[src/rtl/counter_up_down_pkg.sv]
// Shared types for the programmable modulo-N counter.
// Counting direction is kept as an enum so the mode is readable in waveforms.
package counter_up_down_pkg;

    typedef enum logic {
        DIR_UP   = 1'b0,
        DIR_DOWN = 1'b1
    } count_dir_e;

endpackage : counter_up_down_pkg

[src/rtl/counter_up_down.sv]
// Registered modulo-N counter with a runtime modulus; data == 0 selects 2^WIDTH.
// COUNT_DOWN picks the direction at elaboration time.
module counter_up_down
    import counter_up_down_pkg::*;
#(
    parameter int WIDTH      = 4,
    parameter int COUNT_DOWN = 0
) (
    input  logic             clock,
    input  logic             reset,
    input  logic             counter_en,
    input  logic [WIDTH-1:0] data,
    output logic [WIDTH-1:0] sum
);

    localparam count_dir_e DIR = (COUNT_DOWN != 0) ? DIR_DOWN : DIR_UP;

    logic [WIDTH-1:0] sum_q;
    logic [WIDTH-1:0] sum_d;

    // Last legal value is M-1, held one bit wider so data == 0 gives 2^WIDTH-1 cleanly.
    function automatic logic [WIDTH-1:0] next_count(
        input logic [WIDTH-1:0] cur,
        input logic [WIDTH-1:0] modulus
    );
        logic [WIDTH:0]   last;
        logic [WIDTH:0]   cur_ext;
        logic [WIDTH-1:0] nxt;

        cur_ext = {1'b0, cur};
        if (modulus == '0) begin
            last = {1'b0, {WIDTH{1'b1}}};
        end else begin
            last = {1'b0, modulus} - {{WIDTH{1'b0}}, 1'b1};
        end

        if (DIR == DIR_UP) begin
            if (cur_ext >= last) begin
                nxt = '0;
            end else begin
                nxt = cur + WIDTH'(1);
            end
        end else begin
            if ((cur == '0) || (cur_ext > last)) begin
                nxt = last[WIDTH-1:0];
            end else begin
                nxt = cur - WIDTH'(1);
            end
        end
        return nxt;
    endfunction

    always_comb begin
        sum_d = sum_q;
        if (counter_en) begin
            sum_d = next_count(sum_q, data);
        end
    end

    always_ff @(posedge clock or negedge reset) begin
        if (!reset) begin
            sum_q <= '0;
        end else begin
            sum_q <= sum_d;
        end
    end

    assign sum = sum_q;

endmodule : counter_up_down

[config.mk]
export PLATFORM = sky130hd
export DESIGN_NAME = counter_up_down
export DESIGN_NICKNAME = d
export VERILOG_FILES = /design/src/rtl/counter_up_down_pkg.sv /design/src/rtl/counter_up_down.sv
export SDC_FILE = /design/constraint.sdc
export NUM_CORES = 1
export LEC_CHECK = 0
export BUFFER_PORTS_ARGS = -buffer_cell sky130_fd_sc_hd__buf_4
export CAP_MARGIN = 10
export CORE_AREA = 2 2 39 41
export DETAILED_ROUTE_END_ITERATION = 6
export DIE_AREA = 0 0 41 43
export HOLD_SLACK_MARGIN = 0.15
export PLACE_DENSITY = 0.56
export SYNTH_ARGS = -nofsm -noshare
export SYNTH_HDL_FRONTEND = slang
export SYNTH_SLANG_ARGS = --single-unit
[constraint.sdc]
create_clock -name clock -period 4.5 [get_ports clock]
set_clock_uncertainty 0.1 [all_clocks]
set_input_delay 0.45 -clock clock [delete_from_list [all_inputs] [get_ports clock]]
set_output_delay 0.45 -clock clock [all_outputs]
set_load 0.02 [all_outputs]
# Word-level counts from Yosys, hierarchy flattened
# Index checks and enable logic that the tools add are counted.
# classes
addsub	2
reduce_logical	1
n_mux	3
n_lt_le_gt_ge	1
# ops
cell	n
$mux W5	2
$ge A4 B5 Y1	1
$sub A4 B1 Y5 const B	1
$add A4 B1 Y4 const B	1
$logic_not A4 Y1	1
$mux W4	1
# totals
elab_cells	8
regBits	4

# Longest topological paths before layout
# depth
ltp_word	5
mapped_depth	10
depth_no_buf	10

# Worst setup path after synthesis
# Ideal clock, no wire load.
# synth_timing
kind	input to register
start	in data[0]
end	reg sum_q[2], in the netlist sum[2]
arrival_time_ps	1965
stages	9
setup_ps	87
n_path_buf	0
path_slack_ps	2348
required_time_ps	4313
path_cell_list	inv_1 ha_1 nand2b_1 o21ai_0 ha_1 nand2b_4 a2111oi_4 nor3_2 a211oi_2
# synth_between
elab_chain_len	5
elab_cells_between_ends	6
# synth_rtl
element	line	rtl
start, declared	counter_up_down.sv:12	input logic [WIDTH-1:0] data,
$sub A4 B1 Y5 / $logic_not A4 Y1 (equally long branches)	counter_up_down.sv:34, counter_up_down.sv:31	
$mux W5 *	counter_up_down.sv:31	if (modulus == '0) begin
$mux W5 *	counter_up_down.sv:55	if (counter_en) begin
$ge A4 B5 Y1 *	counter_up_down.sv:38	if (cur_ext >= last) begin
$mux W4 *	counter_up_down.sv:38	
end signal, assigned	counter_up_down.sv:64	sum_q <= sum_d;
end, declared	counter_up_down.sv:18	logic [WIDTH-1:0] sum_q;
# Mark *: on every way between the ends. The rest lies on a longest branch, timed or not. The select of a mux whose other input is x is not followed.
# A chain may end at the register's enable or synchronous reset.

# Worst setup path after layout
# Ends and elaborated chain as after synthesis.

==> metrics.cfg <==
[route]
num_vias=346
wl_per_cell_um=11.5
wl_met3_um=38
routed_wl_um=807
drt-initial-drc-count=0
top_layer_used=met3
drc=0
met1_length_um=351
routed_via_density=4.94
firstDrtPassIters=1
ant_nets=0
wl_met2_um=417

[sta]
max_clock_freq_mhz=456
drv_slew=0
slew_headroom=0.805
fin_setup_tns_ps=0
setup_ws_ps=2310
tightest_slew_ps=289
finalCritPeriodShare=0.487
period_needed_ps=2190
whs_ps=370
rsz0062_at_grt=no
hold_viol=0
setup_viol=0

[synth]
synth_area_leaders=dfrtp_1 (25%), ha_1 (22%), a2111oi_4 (6.9%)
seq_area_frac_synth=0.250
syn_inst=41
synthArstFlopShare=1.00
synth_warnings=0
synth_area_per_cell_um2=9.77
syn-cell-area_um2=400
synth_nets=55
ys.flop_type=dfrtp_1
synth-edff-count=0
post-synth-top-count-cell=ha_1
ys_seq_elements=4
synth_top_cell_area_share=0.250
synth_common_cells=ha_1 (7), a21oi_1 (5), dfrtp_1 (4)
synth_cell_types=23
synth_top_area_cell=dfrtp_1

[setup_path]
reg2reg_to=sum[2]$_DFFE_PN0P_
max_stage_delay_ps=370
crit_family=compound AO/OA/AOI/OAI gates
rrSetupSlack_ps=2700
crit_buf_inv=2
worst_setup_path_end_kind=flip-flop
reg2reg_depth=6
required_ps=4550
slowest_stage=a2111oi_4
crit_arrival_ps=2240
cp_max_fo=3
cp_cell_sequence=buf_4 > inv_1 > ha_1 > nand2b_1 > o21ai_0 > ha_1 > nand2b_4 > a2111oi_4 > nor3_2 > a211oi_2
crit_top_cell=ha_1
rr_startpoint=sum[0]$_DFFE_PN0P_
worstSetupStartpointType=primary input
crit_type=in2reg

[power]
power.leakage_nw=0.254
switching_power_mw=0.125
switching_share=0.425
power.density_nw_per_um2=561
clkPwrFrac=0.148
seq_power_share=0.258
irDropWorstVdd_uv=295
combPwrFrac=0.594
intPower_mw=0.169

[final_layout]
largest_reg_flops=4
antenna_cells=0
instances_no_fill=70
drive_gt1_frac=0.333
area_growth_syn_to_layout_pct=30.9
nNetsFinal=70
design_area_um2=524

[grt]
grt-ovfl-total=0
antenna_found_initial=0
grt_pass1_wl_um=1390
grt_usage=0.120
grt_max_degree=10
grt_pass1_vias=357

[die]
die_x_um=41
ios=11
dieHeight_um=43
floorplan.initialDensity=0.289
row_count=14
core_um2=1380
die_area_um2=1760

[clocking]
clockRootBuffer=clkbuf_4
path_clk_slew_ps=40
htree_levels=1
cts_tree=yes
cts-buffers-inserted=3
worstSkewPairLatency_ps=230
clock_path_buffers=2
post_cts_buffers=0
cts.sinks=4

[placed_design]
gp_congestion=0.683
dp.final_hpwl_um=649
io_buffers=10
placed_area_um2=492
place_ws_ps=2050
place_inst=66

[min_path]
hold_end=sum[2]$_DFFE_PN0P_
hp-start=counter_en
hold_path.class=in2reg
hold_depth=2

[run]
drv_cap=0

[status]
status=completed

[power by group through the flow]
stage | Sequential, mW | Combinational [mW] | Clock (mW)
3_3_place_gp | 0.0764 | 0.171 | 0
5_1_grt | 0.0796 | 0.192 | 0.0488
4_1_cts | 0.0759 | 0.177 | 0.0457
6_report | 0.0758 | 0.175 | 0.0437
2_1_floorplan | 0.0919 | 0.105 | 0
3_5_place_dp | 0.0758 | 0.174 | 0
[metrics by stage]
| stage | total power, mW | util |
|---|---|---|
| after floorplan | 0.197 | - |
| after global placement | 0.248 | 0.355 |
| after detailed placement | 0.250 | 0.355 |
| after CTS | 0.299 | 0.379 |
| after global routing | 0.320 | 0.379 |
| final | 0.294 | 0.379 |
[logic make-up (layout without fill, tap and decap cells)]
kind of cell | Yosys count | count (layout) | synth area share
flip-flops | 4 | 4 | 0.250
XOR/XNOR | 1 | 1 | 0.0219
AO/OA/AOI/OAI | 11 | 11 | 0.228
buffers and inverters | 4 | 17 | 0.0375
adder cells (fa/ha/maj) | 7 | 7 | 0.219
multiplexers | 1 | 1 | 0.0250
AND/OR/NAND/NOR | 13 | 13 | 0.219
[worst max-delay path by stage]
stage                     startpoint            endpoint  depth (start not counted)
after floorplan              data[0]  sum[2]$_DFFE_PN0P_                          9
after global placement       data[0]  sum[2]$_DFFE_PN0P_                         10
after detailed placement     data[0]  sum[2]$_DFFE_PN0P_                         10
after CTS                    data[0]  sum[2]$_DFFE_PN0P_                         10
after global routing         data[0]  sum[2]$_DFFE_PN0P_                         10
final                        data[0]  sum[2]$_DFFE_PN0P_                         10
[what timing repair did]
| item | CTS | global route |
|---|---|---|
| resized for setup | 0 | 0 |
| hold buffers | 1 | 0 |
| hold endpoints to repair | 4 | 0 |
[area by class of cell]
type / instances / area (µm²)
Fill cell: 136 / 860
Multi-Input combinational cell: 33 / 285
Sequential cell: 4 / 100
Timing Repair Buffer: 11 / 85.1
Clock buffer: 3 / 22.5
Tap cell: 16 / 20.0
Inverter: 3 / 11.3
[per-layer routing]
metal  global-route usage  vias to the layer above
li1                     -                      179
met1                0.136                      157
met2                0.194                       10
met3               0.0157                        0
met4               0.0800                        0
met5                    0                        -
[placed cells by master, fill, tap and decap left out]
cell type,n
a2111oi_4,1
a211oi_2,1
a21oi_1,5
and3_1,1
buf_4,10
clkbuf_4,3
dfrtp_1,4
dlygate4sd3_1,1
ha_1,7
inv_1,3
mux2i_1,1
nand2_1,3
nand2b_1,1
nand2b_4,1
nand4_1,1
nor2_1,2
nor3_1,1
nor3_2,1
nor4b_2,1
o21a_1,1
o21ai_0,1
o21ai_1,1
o311ai_0,1
or3_1,1
xor2_1,1
No activity file was read; power rests on OpenSTA's default activity.
